**src/rtl/definitions.sv**
```systemverilog
// Shared definitions for the shift_sequencer controller and its ShiftRegister.
//
// Contents:
//   DATAWIDTH   - datapath width (8)
//   ADDRWIDTH   - register-file address width
//   SHAMTWIDTH  - shift-amount width, $clog2(DATAWIDTH)
//   shift_op_t  - ShiftRegister mode encoding (same values as the S select)
//   seq_state_t - sequencer FSM states
//   cmd_t       - one latched shift command
//   amount_is_zero() - true when a command needs no shift cycles
package definitions;

  localparam int DATAWIDTH  = 8;
  localparam int ADDRWIDTH  = 5;
  localparam int SHAMTWIDTH = $clog2(DATAWIDTH);

  typedef enum logic [2:0] {
    OP_HOLD = 3'd0,
    OP_LOAD = 3'd1,
    OP_SHR  = 3'd2,
    OP_SHL  = 3'd3,
    OP_ROR  = 3'd4,
    OP_ROL  = 3'd5,
    OP_ASR  = 3'd6,
    OP_SHL0 = 3'd7
  } shift_op_t;

  typedef enum logic [1:0] {
    IDLE,
    LOAD,
    SHIFT,
    DONE
  } seq_state_t;

  typedef struct packed {
    shift_op_t              op;
    logic [SHAMTWIDTH-1:0]  amt;
    logic [DATAWIDTH-1:0]   data;
    logic                   fill;
    logic [ADDRWIDTH-1:0]   addr;
  } cmd_t;

  localparam int CMDWIDTH = $bits(cmd_t);

  localparam logic [SHAMTWIDTH-1:0] CNT_ONE = SHAMTWIDTH'(1);

  // HOLD and LOAD never shift, so their requested amount is ignored.
  function automatic logic amount_is_zero(input cmd_t cmd);
    return (cmd.op == OP_HOLD) || (cmd.op == OP_LOAD) || (cmd.amt == '0);
  endfunction

endpackage

```
**src/rtl/shift_cmd_buf.sv**
```systemverilog
// One-entry command holding register for shift_sequencer.
// Only present when SHIFT_SEQ_CMD_BUF_EN is defined.
//
// Ports:
//   clk   - clock, rising edge
//   clear - synchronous active-low reset; empties the entry
//   push  - store din (only issued while the entry is empty)
//   pop   - release the entry (only issued while it is full)
//   din   - command to store
//   valid - entry holds a command
//   dout  - stored command
`ifdef SHIFT_SEQ_CMD_BUF_EN
module shift_cmd_buf
  import definitions::*;
(
  input  logic                clk,
  input  logic                clear,
  input  logic                push,
  input  logic                pop,
  input  logic [CMDWIDTH-1:0] din,
  output logic                valid,
  output logic [CMDWIDTH-1:0] dout
);

  always_ff @(posedge clk) begin
    if (!clear) begin
      valid <= 1'b0;
    end else if (push) begin
      valid <= 1'b1;
    end else if (pop) begin
      valid <= 1'b0;
    end
  end

  // Payload needs no reset: it is only observed while valid is set.
  always_ff @(posedge clk) begin
    if (push) begin
      dout <= din;
    end
  end

endmodule
`endif

```
**src/rtl/shift_sequencer.sv**
```systemverilog
// Command-driven controller for the 8-bit ShiftRegister datapath.
// Accepts one shift command over cmd_valid/cmd_ready, loads the register,
// steps it through the requested shifts, pulses the register write-enable on
// the last Q-updating cycle and returns the result over rsp_valid/rsp_ready.
//
// Optional feature macro: SHIFT_SEQ_CMD_BUF_EN adds a one-entry command
// buffer so a new command can be accepted while a previous one is running.
//
// Ports:
//   Clock, Clear           - clock; synchronous active-low reset
//   cmd_valid/cmd_ready    - command handshake
//   cmd_op/amt/data/fill/addr - command fields
//   sr_S, sr_D             - ShiftRegister mode select and parallel data
//   sr_MSBIn, sr_LSBIn     - serial fill inputs
//   sr_wr_en, sr_addr      - write-enable pulse and address
//   sr_Q                   - ShiftRegister output
//   rsp_valid/rsp_ready    - response handshake
//   rsp_data, rsp_addr     - result value and destination address
//   busy                   - any state other than IDLE
import definitions::*;

module shift_sequencer (
  input  logic                  Clock,
  input  logic                  Clear,
  input  logic                  cmd_valid,
  output logic                  cmd_ready,
  input  logic [2:0]            cmd_op,
  input  logic [SHAMTWIDTH-1:0] cmd_amt,
  input  logic [DATAWIDTH-1:0]  cmd_data,
  input  logic                  cmd_fill,
  input  logic [ADDRWIDTH-1:0]  cmd_addr,
  output logic [2:0]            sr_S,
  output logic [DATAWIDTH-1:0]  sr_D,
  output logic                  sr_MSBIn,
  output logic                  sr_LSBIn,
  output logic                  sr_wr_en,
  output logic [ADDRWIDTH-1:0]  sr_addr,
  input  logic [DATAWIDTH-1:0]  sr_Q,
  output logic                  rsp_valid,
  input  logic                  rsp_ready,
  output logic [DATAWIDTH-1:0]  rsp_data,
  output logic [ADDRWIDTH-1:0]  rsp_addr,
  output logic                  busy
);

  seq_state_t            state, state_nxt;
  logic [SHAMTWIDTH-1:0] cnt;
  cmd_t                  cmd_q;
  cmd_t                  cmd_in;
  cmd_t                  start_cmd;
  logic                  accept;
  logic                  start;
  logic                  eff_zero;

  always_comb begin
    cmd_in      = '0;
    cmd_in.op   = shift_op_t'(cmd_op);
    cmd_in.amt  = cmd_amt;
    cmd_in.data = cmd_data;
    cmd_in.fill = cmd_fill;
    cmd_in.addr = cmd_addr;
  end

`ifdef SHIFT_SEQ_CMD_BUF_EN
  logic                buf_valid;
  logic                buf_push;
  logic                buf_pop;
  logic [CMDWIDTH-1:0] buf_dout;

  assign cmd_ready = !buf_valid;
  assign accept    = cmd_valid && cmd_ready;
  // In IDLE the buffer is necessarily empty when ready, so the command
  // bypasses it; anywhere else it is parked for later.
  assign buf_push  = accept && (state != IDLE);
  // A parked command starts either from IDLE (it arrived on the DONE exit
  // cycle) or straight out of DONE without an IDLE bubble.
  assign buf_pop   = buf_valid && ((state == IDLE) || ((state == DONE) && rsp_ready));
  assign start     = buf_pop || (accept && (state == IDLE));
  assign start_cmd = buf_pop ? cmd_t'(buf_dout) : cmd_in;

  shift_cmd_buf u_cmd_buf (
    .clk   (Clock),
    .clear (Clear),
    .push  (buf_push),
    .pop   (buf_pop),
    .din   (cmd_in),
    .valid (buf_valid),
    .dout  (buf_dout)
  );
`else
  assign cmd_ready = (state == IDLE);
  assign accept    = cmd_valid && cmd_ready;
  assign start     = accept;
  assign start_cmd = cmd_in;
`endif

  assign eff_zero = amount_is_zero(cmd_q);

  always_comb begin
    state_nxt = state;
    case (state)
      IDLE:    if (start) state_nxt = LOAD;
      LOAD:    state_nxt = eff_zero ? DONE : SHIFT;
      SHIFT:   if (cnt == CNT_ONE) state_nxt = DONE;
      DONE:    if (rsp_ready) state_nxt = start ? LOAD : IDLE;
      default: state_nxt = IDLE;
    endcase
  end

  always_ff @(posedge Clock) begin
    if (!Clear) begin
      state <= IDLE;
      cnt   <= '0;
    end else begin
      state <= state_nxt;
      if (state == LOAD) begin
        cnt <= cmd_q.amt;
      end else if (state == SHIFT) begin
        cnt <= cnt - CNT_ONE;
      end
    end
  end

  // Command payload is only consumed in LOAD/SHIFT/DONE, so it is not reset.
  always_ff @(posedge Clock) begin
    if (start) begin
      cmd_q <= start_cmd;
    end
  end

  always_comb begin
    sr_S      = 3'(OP_HOLD);
    sr_D      = '0;
    sr_MSBIn  = 1'b0;
    sr_LSBIn  = 1'b0;
    sr_wr_en  = 1'b0;
    sr_addr   = '0;
    rsp_valid = 1'b0;
    rsp_data  = '0;
    rsp_addr  = '0;
    busy      = (state != IDLE);
    case (state)
      LOAD: begin
        sr_S     = 3'(OP_LOAD);
        sr_D     = cmd_q.data;
        sr_wr_en = eff_zero;
      end
      SHIFT: begin
        sr_S     = cmd_q.op;
        sr_MSBIn = (cmd_q.op == OP_SHR) && cmd_q.fill;
        sr_LSBIn = (cmd_q.op == OP_SHL) && cmd_q.fill;
        // Final shift: the register captures wr_en/addr with the last Q.
        sr_wr_en = (cnt == CNT_ONE);
      end
      DONE: begin
        rsp_valid = 1'b1;
        rsp_data  = sr_Q;
        rsp_addr  = cmd_q.addr;
      end
      default: ;
    endcase
    if (sr_wr_en) begin
      sr_addr = cmd_q.addr;
    end
  end

endmodule

```
**config.mk**
```make
export PLATFORM = sky130hd
export DESIGN_NAME = shift_sequencer
export DESIGN_NICKNAME = d
export VERILOG_FILES = /design/src/rtl/definitions.sv /design/src/rtl/shift_cmd_buf.sv /design/src/rtl/shift_sequencer.sv
export SDC_FILE = /design/constraint.sdc
export NUM_CORES = 1
export LEC_CHECK = 0
export ABC_AREA = 1
export BUFFER_PORTS_ARGS = -buffer_cell sky130_fd_sc_hd__buf_2
export CAP_MARGIN = 20
export CELL_PAD_IN_SITES_DETAIL_PLACEMENT = 1
export CELL_PAD_IN_SITES_GLOBAL_PLACEMENT = 2
export CORE_ASPECT_RATIO = 1.25
export CORE_UTILIZATION = 22
export DETAILED_ROUTE_END_ITERATION = 8
export GPL_ROUTABILITY_DRIVEN = 0
export HOLD_SLACK_MARGIN = 0.15
export PLACE_DENSITY = 0.81
export SYNTH_ARGS = -nofsm -noshare
export SYNTH_HDL_FRONTEND = slang
export SYNTH_SLANG_ARGS = --single-unit
```
**constraint.sdc**
```tcl
create_clock -name Clock -period 1.6 [get_ports Clock]
set_input_delay 0.48 -clock Clock [delete_from_list [all_inputs] [get_ports Clock]]
set_output_delay 0.48 -clock Clock [all_outputs]
set_load 0.1 [all_outputs]
```
Yosys cells after proc, flatten, opt, wreduce, memory -nomap -nowiden

Cells that the tools add are included.

Bits of input ports: 32
Register bits after elaboration: 25

Reduce and logical (&&, ||, !) cells: 11
Eq/ne operators: 10
Muxes and demuxes: 17
$add $sub $neg: 1

Operators with widths:

| kind                                                               | number |
|---|---|
| 8-bit two-way mux                                                  | 2 |
| 5-bit two-way mux                                                  | 2 |
| 2-bit case mux with 4 select lines                                 | 1 |
| 3-bit by 1-bit == test with 1-bit output, second input constant    | 2 |
| 3-bit by 2-bit == test with 1-bit output, second input constant    | 2 |
| 3-bit zero test                                                    | 2 |
| 2-bit two-way mux                                                  | 3 |
| 3-bit two-way mux                                                  | 2 |
| 3-bit case mux with 2 select lines                                 | 1 |
| 1-bit two-way mux                                                  | 5 |
| 2-bit == test, second input constant                               | 2 |
| 2-bit != test, second input constant                               | 2 |
| 2-bit nonzero test                                                 | 2 |
| 1-bit logical AND                                                  | 3 |
| 3-bit AND reduction                                                | 1 |
| 3-bit by 1-bit subtractor with 3-bit output, second input constant | 1 |
| 2-bit by 1-bit == test with 1-bit output, second input constant    | 1 |
| 2-bit zero test                                                    | 1 |
| 1-bit logical OR                                                   | 2 |
| 2-bit by 1-bit != test with 1-bit output, second input constant    | 1 |
| 1-bit case mux with 2 select lines                                 | 1 |

Depth between registers and ports, before layout

Word-level depth: 5
Gate-level depth with buffers: 8
Mapped depth without buffers: 8

Least setup slack after synthesis

OpenSTA, ideal clock, no wires.

Kind: register to output
Start point: register state[1]
End point: output sr_S[0]
Setup slack: -1.271 ns
Arrival time: 2.391 ns
Cell stages (with the launch flop): 5
Buffers on the path: 0
Path through: dfxtp_1 > inv_1 > ha_1 > inv_1 > a21oi_1

Cells in the longest elaborated chain, start to end: 2

Ends and longest elaborated chain:

| element                                                                          | line                   | source |
|---|---|---|
| start, declared                                                                  | shift_sequencer.sv:46  | `seq_state_t state, state_nxt;` |
| start signal, assigned                                                           | shift_sequencer.sv:115 | `state <= state_nxt;` |
| 2-bit == test / 2-bit by 1-bit == test with 1-bit output (equally long branches) | shift_sequencer.sv:142 | `case (state)` |
| 3-bit case mux with 2 select lines (*)                                           | shift_sequencer.sv:142 |  |
| end, declared                                                                    | shift_sequencer.sv:32  | `output logic [2:0] sr_S,` |

Every way passes the cells marked *; elsewhere a longest branch is shown, timed or not.

Worst setup path after layout

Start point: register state[1]
End point: output sr_MSBIn

Cells in the longest elaborated chain, start to end: 2

Ends and longest elaborated chain:

| element           | line                   | source |
|---|---|---|
| 2-bit == test     | shift_sequencer.sv:142 |  |
| 1-bit two-way mux | shift_sequencer.sv:142 |  |
| end, declared     | shift_sequencer.sv:34  | `output logic sr_MSBIn,` |

No other way between the ends.

==> results_dict.tcl <==
set metrics [dict create \
    status "finished with violations" \
    violations "design-rule violations, negative setup slack" \
    cts_made_buffers 3 \
    drv_slew 0 \
    synthDistinctLibCells 20 \
    area_delta_synth_final_pct 133 \
    dr_total_vias 1309 \
    coreArea_sq_um 5740 \
    grt_start_max_net_pins 21 \
    holdBufCountCts 0 \
    netlist_area_sq_um 1310 \
    pwr-share-clk_pct 7.4 \
    synth_compound_area_share_pct 3.45 \
    fp.dieH_um 88.1 \
    switchingPower_mw 2.76 \
    rsz0062_at_grt "yes" \
    dp_slack_ns -0.297 \
    grt_pass1_vias 1421 \
    total_power_mw 5.41 \
    cts_tree "yes" \
    netSwitchingFraction_pct 51.0 \
    yosys_warnings 0 \
    fin_crit_sh_pct 133 \
    grt_pass1_wl_um 6900 \
    drc_errors 14 \
    min_period_ns 2.13 \
    synth_top_family_by_area "simple AND/OR/NAND/NOR gates" \
    synth.avg_cell_area_sq_um 8.76 \
    viasPerCell 4.14 \
    wl_um 4590 \
    hold_path.class "input port to flip-flop" \
    syn-num-nets 189 \
    cts.path.max_buffers 2 \
    endpoint_kind "primary output" \
    finalHoldViolations 0 \
    synth_cells 149 \
    yosysSeqAreaShare_pct 53.7 \
    clk_latency_ns 0.27 \
    internal_power_mw 2.65 \
    fin_skew_ns 0.00259 \
    finalWorstSetupSlack_ns -0.530 \
    initial_core_util_pct 22.7 \
    insertedDiodeCount 0 \
    htree_levels 1 \
    drt-pass1-iter-count 6 \
    die_w_um 70.9 \
    peakVddDrop_mv 1.09 \
    maxCapViolCount 0 \
    grt.total_usage_pct 14.7 \
    die-area_sq_um 6250 \
    final_nets 291 \
    core.rowCount 31 \
    max_freq_mhz 469 \
    drt_iter0_markers 38 \
    port_buffers 66 \
    ys_ff_latch 25 \
    ant_nets 0 \
    setup_violations 35 \
    routedWlPerCell_um 14.5 \
    relSlewSlack_pct 86.2 \
    synth_fa_ha_area_share_pct 7.67 \
    synth_xor_area_share_pct 0 \
    synthMuxAreaShare_pct 0 \
    synth-simple-area-share_pct 22.1 \
    clk_pin_slew_ns 0.10 \
    utilization_pct 52.9 \
    crit_fanout 4 \
    startpoint_type "flip-flop" \
    layout-drive-gt1-share_pct 70.4 \
    path_class "flip-flop to primary output" \
    hpwl_um 3170 \
    grt_antenna_before_repair 0 \
    p_comb_share_pct 73.0 \
    powerDensity_nw_per_um2 1780 \
    grt_overflow 0 \
    cts.sinks 25 \
    arrival_ns 1.65 \
    pin_count 67 \
    cts_root_buf "clkbuf_8" \
    crit_required_ns 1.12 \
    seq_power_share_pct 19.6 \
    tightestPinTransition_ns 0.205 \
    leakage_nw 1.34 \
]
[final timing paths]
path                                   from  endpoint  slack [ns]  cells past startpoint
worst min-delay path            cmd_data[3]  cmd_q[9]        0.37                      1
worst min register to register       cnt[2]    cnt[2]        0.49                      2
worst max register to register     state[1]    cnt[2]        0.13                      8
worst max-delay path               state[1]  sr_MSBIn       -0.53                      6
[layout by cell type (no fill, tap or decap)]
cell and count:
a21oi_1 5, a21oi_4 1, buf_12 37, buf_16 2, buf_2 31, buf_4 21
buf_6 8, clkbuf_8 3, clkinvlp_4 23, dfxtp_1 3, dfxtp_4 2, edfxtp_1 20
ha_1 4, ha_4 4, inv_1 12, inv_12 1, inv_2 2, inv_4 4
inv_6 1, nand2_1 17, nand2_2 1, nand2_4 23, nand2_8 1, nand3_1 3
nand3_2 1, nand3_4 1, nor2_1 7, nor2_4 7, nor3b_4 1, o21ai_0 2
o21ai_1 1, or2_4 1
[power groups by stage]
stage | combinational [mW] | sequential, mW | clock [mW]
after floorplan | 2.07 | 0.994 | 0
after global placement | 3.29 | 0.995 | 0
after detailed placement | 3.36 | 1.01 | 0
after CTS | 3.82 | 1.04 | 0.410
after global routing | 4.13 | 1.08 | 0.431
final | 3.95 | 1.06 | 0.399
[through the flow]
| stage | cell area (sq um) | setup TNS (ns) | hold WS (ns) | std cells |
|---|---|---|---|---|
| 2_1_floorplan | 1480 | -17.91 | 0.452 | 149 |
| 3_3_place_gp | 2560 | -2.24 | 0.461 | 296 |
| 3_5_place_dp | 2560 | -3.35 | 0.478 | 296 |
| 4_1_cts | 2920 | -13.31 | 0.366 | 312 |
| 5_1_grt | 3040 | -15.75 | 0.361 | 316 |
| 6_report | 3040 | -13.83 | 0.374 | 316 |
[timing repair]
action / in CTS / in global routing
cloned: 1 / 0
endpoints found under the hold margin: 0 / 0
endpoints found under the setup margin: 36 / 35
pin swaps: 7 / 6
gates resized for setup: 54 / 23
setup buffers: 12 / 6
[worst max-delay path, stage by stage (launching register included)]
cell     delay [ns]
dfxtp_4        0.39
buf_6          0.11
ha_4           0.15
nand2_4        0.05
or2_4          0.25
nor3b_4        0.21
buf_12         0.20
[cells in the mapped netlist (all sizes together)]
master / number / share of area (%)
dfxtp: 5 / 7.7
o21ai: 3 / 1.2
nand3: 5 / 2.3
nor2: 14 / 5.6
nor3b: 1 / 0.96
a21oi: 6 / 2.3
edfxtp: 20 / 46
or2: 1 / 0.48
ha: 8 / 7.7
nand2: 42 / 13
inv: 42 / 12
buf: 2 / 0.96
[kinds of logic (layout without fill, tap and decap cells)]
logic type | after synthesis | after routing
adder cells (fa/ha/maj) | 8 | 8
buffers and inverters | 44 | 145
AND/OR/NAND/NOR | 63 | 63
AO/OA/AOI/OAI | 9 | 9
flip-flops | 25 | 25
[flip-flops by register name, summed over array words and instances, names as in the netlist]
register  flops
state         2
cnt           3
cmd_q        20
[layer usage]
metal  track usage, %  vias up  wire [um]
li1                 -      643          -
met1             13.4      616       1490
met4             3.82        0         20
met2             33.0       48       2880
met5                0        -          0
met3             1.84        2        203
[cell type report]
class	count	area [sq um]
fillers	597	2700
repair buffers	99	1200
multi-input cells	80	731
flip-flops and latches	25	708
inverters	42	268
well taps	66	82.6
clock buffers	3	41.3
clock inverters	1	7.51
No activity file was read; power rests on OpenSTA's default activity.
